[config.mk]
export PLATFORM = sky130hd
export DESIGN_NAME = convertidor_bin_bcd
export DESIGN_NICKNAME = d
export VERILOG_FILES = /design/src/rtl/convertidor_bin_bcd_pkg.sv /design/src/rtl/convertidor_bin_bcd_ajuste.sv /design/src/rtl/convertidor_bin_bcd.sv
export SDC_FILE = /design/constraint.sdc
export NUM_CORES = 1
export LEC_CHECK = 0
export CORE_ASPECT_RATIO = 0.9
export CORE_MARGIN = 10
export CORE_UTILIZATION = 25
export DETAILED_ROUTE_END_ITERATION = 10
export PLACE_DENSITY = 0.46
export SKIP_CTS_REPAIR_TIMING = 1
export SYNTH_ARGS = -nofsm -noshare
export SYNTH_HDL_FRONTEND = slang
export SYNTH_SLANG_ARGS = --single-unit
[constraint.sdc]
create_clock -name i_Clk -period 3.9 [get_ports i_Clk]
set_clock_uncertainty 0.2 [all_clocks]
set_input_delay 1.17 -clock i_Clk [delete_from_list [all_inputs] [get_ports i_Clk]]
set_output_delay 1.17 -clock i_Clk [all_outputs]
set_load 0.03 [all_outputs]
[src/rtl/convertidor_bin_bcd_pkg.sv]
// Display-path package: FSM state encoding, BCD digit type and limits shared
// between the binary-to-BCD converter and the 7-segment display controller.
package convertidor_bin_bcd_pkg;

  typedef enum logic [1:0] {
    REPOSO       = 2'd0,
    CONVIRTIENDO = 2'd1,
    FIN          = 2'd2
  } estado_t;

  localparam int unsigned VALOR_MAX   = 9999;
  localparam int          NUM_DIGITOS = 4;
  localparam int          ANCHO_BCD   = 4 * NUM_DIGITOS;

  typedef logic [3:0] digito_bcd_t;

endpackage

[src/rtl/convertidor_bin_bcd_ajuste.sv]
// Double-dabble digit correction: adds 3 to a BCD nibble holding 5..9 so the
// following left shift carries correctly into the next decimal digit.
module ajuste_bcd_digito
  import convertidor_bin_bcd_pkg::*;
(
  input  digito_bcd_t i_Digito,
  output digito_bcd_t o_Digito
);

  always_comb begin
    o_Digito = i_Digito;
    if (i_Digito >= digito_bcd_t'(5)) begin
      o_Digito = i_Digito + digito_bcd_t'(3);
    end
  end

endmodule

[src/rtl/convertidor_bin_bcd.sv]
// Sequential binary-to-BCD converter, one bit per clock (ANCHO_BIN+1 cycles to
// result). Digits only change on completion; starts while busy are dropped.
module convertidor_bin_bcd
  import convertidor_bin_bcd_pkg::*;
#(
  parameter int ANCHO_BIN = 14
) (
  input  logic                 i_Clk,
  input  logic                 i_Rst,
  input  logic                 i_Start,
  input  logic [ANCHO_BIN-1:0] i_Binario,
  output logic [3:0]           o_Datos1,
  output logic [3:0]           o_Datos2,
  output logic [3:0]           o_Datos3,
  output logic [3:0]           o_Datos4,
  output logic                 o_Ocupado,
  output logic                 o_Listo,
  output logic                 o_Desborde
);

  localparam int ANCHO_CNT  = $clog2(ANCHO_BIN + 1);
  localparam int ANCHO_TRAB = ANCHO_BIN + ANCHO_BCD;

  localparam logic [ANCHO_CNT-1:0] CNT_ULTIMO = ANCHO_CNT'(ANCHO_BIN - 1);
  localparam logic [ANCHO_CNT-1:0] CNT_UNO    = ANCHO_CNT'(1);
  localparam logic [ANCHO_BIN-1:0] MAX_BIN    = ANCHO_BIN'(VALOR_MAX);

  estado_t                       estado_q, estado_d;
  logic [ANCHO_TRAB-1:0]         trabajo_q, trabajo_d;
  logic [ANCHO_CNT-1:0]          cnt_q, cnt_d;
  logic                          desb_pend_q, desb_pend_d;
  digito_bcd_t [NUM_DIGITOS-1:0] datos_q, datos_d;
  logic                          desborde_q, desborde_d;
  logic                          listo_q, listo_d;

  logic                          entrada_excede;
  logic [ANCHO_BIN-1:0]          binario_carga;
  logic [ANCHO_BCD-1:0]          bcd_ajustado;
  logic [ANCHO_TRAB-1:0]         trabajo_desplazado;
  logic                          ocupado;

  // Working register layout: BCD digits in the top 16 bits, binary below.
  for (genvar g = 0; g < NUM_DIGITOS; g++) begin : g_ajuste
    ajuste_bcd_digito u_ajuste (
      .i_Digito (trabajo_q[ANCHO_BIN + 4*g +: 4]),
      .o_Digito (bcd_ajustado[4*g +: 4])
    );
  end

  assign trabajo_desplazado = {bcd_ajustado[ANCHO_BCD-2:0], trabajo_q[ANCHO_BIN-1:0], 1'b0};

  assign entrada_excede = 32'(i_Binario) > VALOR_MAX;
  assign binario_carga  = entrada_excede ? MAX_BIN : i_Binario;

  always_ff @(posedge i_Clk or posedge i_Rst) begin
    if (i_Rst) begin
      estado_q <= REPOSO;
    end else begin
      estado_q <= estado_d;
    end
  end

  always_comb begin
    estado_d = estado_q;
    unique case (estado_q)
      REPOSO:       if (i_Start) estado_d = CONVIRTIENDO;
      CONVIRTIENDO: if (cnt_q == CNT_ULTIMO) estado_d = FIN;
      FIN:          estado_d = REPOSO;
      default:      estado_d = REPOSO;
    endcase
  end

  always_comb begin
    ocupado = (estado_q != REPOSO);
  end

  always_comb begin
    trabajo_d   = trabajo_q;
    cnt_d       = cnt_q;
    desb_pend_d = desb_pend_q;
    datos_d     = datos_q;
    desborde_d  = desborde_q;
    listo_d     = 1'b0;
    unique case (estado_q)
      REPOSO: begin
        if (i_Start) begin
          trabajo_d   = {{ANCHO_BCD{1'b0}}, binario_carga};
          cnt_d       = '0;
          desb_pend_d = entrada_excede;
        end
      end
      CONVIRTIENDO: begin
        trabajo_d = trabajo_desplazado;
        cnt_d     = cnt_q + CNT_UNO;
      end
      FIN: begin
        for (int d = 0; d < NUM_DIGITOS; d++) begin
          datos_d[d] = trabajo_q[ANCHO_BIN + 4*d +: 4];
        end
        desborde_d = desb_pend_q;
        listo_d    = 1'b1;
      end
      default: begin
        trabajo_d = trabajo_q;
      end
    endcase
  end

  always_ff @(posedge i_Clk or posedge i_Rst) begin
    if (i_Rst) begin
      trabajo_q   <= '0;
      cnt_q       <= '0;
      desb_pend_q <= 1'b0;
      datos_q     <= '0;
      desborde_q  <= 1'b0;
      listo_q     <= 1'b0;
    end else begin
      trabajo_q   <= trabajo_d;
      cnt_q       <= cnt_d;
      desb_pend_q <= desb_pend_d;
      datos_q     <= datos_d;
      desborde_q  <= desborde_d;
      listo_q     <= listo_d;
    end
  end

  assign o_Datos1   = datos_q[0];
  assign o_Datos2   = datos_q[1];
  assign o_Datos3   = datos_q[2];
  assign o_Datos4   = datos_q[3];
  assign o_Ocupado  = ocupado;
  assign o_Listo    = listo_q;
  assign o_Desborde = desborde_q;

endmodule
==> flow_summary_export.csv <==
group,metric,value,unit
yosys,synth_edf_count,0,
detailed_routing,vias_per_cell,4.59,
detailed_routing,dr.pass1.iters,4,
sta,hold_violations,0,
placed_design,dp_hpwl,3900,um
clock_network,cts_buffer_depth,2,
power,power.internal,1.52,mW
yosys,ys_seq_area_share,54.1,%
power,pwr-share-comb,38.1,%
sta,maxSlewHeadroom,43.5,%
clock_network,clkTransAtPathRegs,0.07,ns
detailed_routing,antenna_left,0,
clock_network,htreeDepth,2,
detailed_routing,wl,5580,um
clock_network,cts_root_buffer,"clkbuf_16",
sta,worst_pin_slew,0.844,ns
yosys,synth-simple-area-share,11.1,%
detailed_routing,num_vias,1839,
min_path,hp-class,"flop to flop",
sta,fin_crit_sh,75.6,%
power,swShare,36.3,%
detailed_routing,drc,0,
min_path,worstHoldPathCells,2,
global_routing,grt_pass1_wl,9320,um
detailed_routing,drt_first_iter_violations,189,
sta,clock.fmax,339,MHz
sta,min_period,2.95,ns
critical_path,worst-path-max-fanout,6,
die,dieArea,14600,sq um
yosys,synth_fa_ha_area_share,4.92,%
die,num_rows,34,
yosys,synth.area.mux_share,5.76,%
power,seqPwrFrac,40.2,%
global_routing,grt_pass1_vias,1815,
placed_design,gp_congestion,0.764,
layout,final_cell_mix,"dfrtp_1 (55), clkdlybuf4s50_1 (35), o21ai_0 (27)",
yosys,yosys_warnings,0,
critical_path,arrival,1.58,ns
layout,syn2layout_area_growth,26.0,%
clock_network,clock_latency,0.29,ns
critical_path,critPathRequiredTime,2.53,ns
yosys,synth.net_count,266,
yosys,synth_top_family_by_area,"compound AO/OA/AOI/OAI gates",
yosys,yosysTopAreaCellShare,54.1,%
layout,layout.nets,301,
detailed_routing,post_drt_wl_per_cell,13.9,um
die,dieWidth,126,um
clock_network,numClockSinks,55,
yosys,syn-cell-area,2540,sq um
sta,setup_viol,0,
die,start_util,26.0,%
yosys,ys.flop_type,"dfrtp_1",
power,power.leakage,1.41,nW
global_routing,track_usage,7.86,%
yosys,ys_types,31,
global_routing,top_usage_layer,"met2",
power,p_total,2.38,mW
yosys,synth_xor_area_share,2.41,%
power,clkPwrFrac,21.6,%
global_routing,grtUsageMet3,2.37,%
flow_run,maxCapViolations,0,
layout,drive_gt1_share,10.5,%
sta,rsz0062_at_grt,"no",
yosys,synth_compound_area_share,17.0,%
yosys,ys_seq_elements,55,
run_status,status,"completed",
sta,drv_slew,0,
global_routing,grt.overflow.total,0,
critical_path,critPathLaunchType,"flop",
layout,diodes,0,
global_routing,antenna_found_initial,0,
power,peakVddDrop,0.000216,V
die,die_height,116,um
die,io-pin-count,36,
yosys,syn_inst,239,
global_routing,grt_max_degree,56,
critical_path,path_class,"flop to output port",
critical_path,end_kind,"output port",
global_routing,grt_use_met1,9.76,%
placed_design,port_buffers,35,
power,p_sw,0.863,mW
yosys,yosys.area.top_type,"dfrtp_1",
sta,finalSetupTns,0,ns
power,powerDensity,743,nW/um^2
yosys,synthTopCellsByArea,"dfrtp_1 (54%), mux2_2 (5.8%), o21ai_0 (5.3%)",
critical_path,r2r_cells,3,
layout,final_common_cell,"dfrtp_1",
clock_network,cts-buffers-inserted,5,
layout,fill_cells,1031,
die,core_area,9780,sq um
global_routing,met2_usage,12.3,%
clock_network,cts_tree,"built",
yosys,async_flop_share,100,%
yosys,synth_area_per_cell,10.6,sq um
[critical path, stage by stage (launching register included)]
cell,delay [ns]
dfrtp_1,0.47
nor2_1,0.10
inv_1,0.06
clkdlybuf4s50_1,0.66
[sequential cells by signal, indices dropped and copies added, names as in the netlist]
register     flops
o_Datos2         4
estado_q         2
o_Desborde       1
o_Listo          1
trabajo_q       30
desb_pend_q      1
o_Datos1         4
cnt_q            4
o_Datos3         4
o_Datos4         4
[per-layer routing]
metal  part of all wire, %  vias to the layer above
li1                      -                      915
met2                    45                       30
met1                    48                      888
met5                     0                        -
met4                   2.0                        0
met3                   4.8                        6
[power groups by stage]
| stage | Combinational, mW | Sequential, mW | Clock (mW) |
|---|---|---|---|
| 2_1_floorplan | 0.592 | 1.02 | 0 |
| 3_3_place_gp | 0.914 | 0.972 | 0 |
| 3_5_place_dp | 0.928 | 0.971 | 0 |
| 4_1_cts | 0.931 | 0.961 | 0.535 |
| 5_1_grt | 1.03 | 0.990 | 0.561 |
| 6_report | 0.908 | 0.958 | 0.515 |
[synthesized netlist by cell type (2+ instances only)]
master	n
a21o_1	3
a21oi_1	5
a22o_1	2
a22oi_1	4
a32o_1	4
buf_2	7
clkbuf_1	2
dfrtp_1	55
ha_1	10
inv_1	16
mux2_2	13
nand2_1	12
nand2b_1	6
nand3_1	15
nand4_1	2
nor2_1	20
o21ai_0	27
o21ai_1	5
o22ai_1	7
o31ai_1	8
xnor2_1	4
xor2_1	3
[area by class of cell]
cell class / instances / area [sq um] / area share (%)
sequential: 55 / 1380 / 43.0
multi-input combinational: 157 / 1050 / 32.6
timing repair buffer: 39 / 393 / 12.3
tap: 126 / 158 / 4.92
clock buffer: 5 / 125 / 3.90
inverter: 16 / 60.1 / 1.87
clock inverter: 3 / 46.3 / 1.44
[stage by stage]
stage	hold slack (ns)	util (%)	setup slack [ns]	cell area, sq um	std cells
final	0.279	32.7	0.953	3200	401
after CTS	0.289	32.7	0.934	3200	401
after global routing	0.301	32.7	0.859	3200	401
after global placement	0.262	31.0	0.799	3030	393
after detailed placement	0.273	31.0	0.764	3030	393
after floorplan	0.248	-	1.19	2540	239
[kinds of logic (layout without fill, tap and decap cells)]
family                     Yosys count  count (layout)
buffers and inverters               27              63
xor gates and xnor gates             7               7
adders and majority gates           10              10
DFF                                 55              55
muxes                               13              13
AOI/OAI and AO/OA                   69              69
and+or+nand+nor                     58              58
[worst paths after layout]
path / from / end / slack [ns]
worst max-delay path: estado_q[1] / o_Ocupado / 0.95
worst max register to register: estado_q[0] / o_Datos1[2] / 1.99
max in group asynchronous: i_Rst / o_Datos3[1] / 2.20
min in group asynchronous: i_Rst / trabajo_q[5] / 1.04
worst min-delay path: o_Datos3[0] / o_Datos3[0] / 0.28
worst min register to register: o_Datos3[0] / o_Datos3[0] / 0.28
Power figures use the tool's default switching activity.
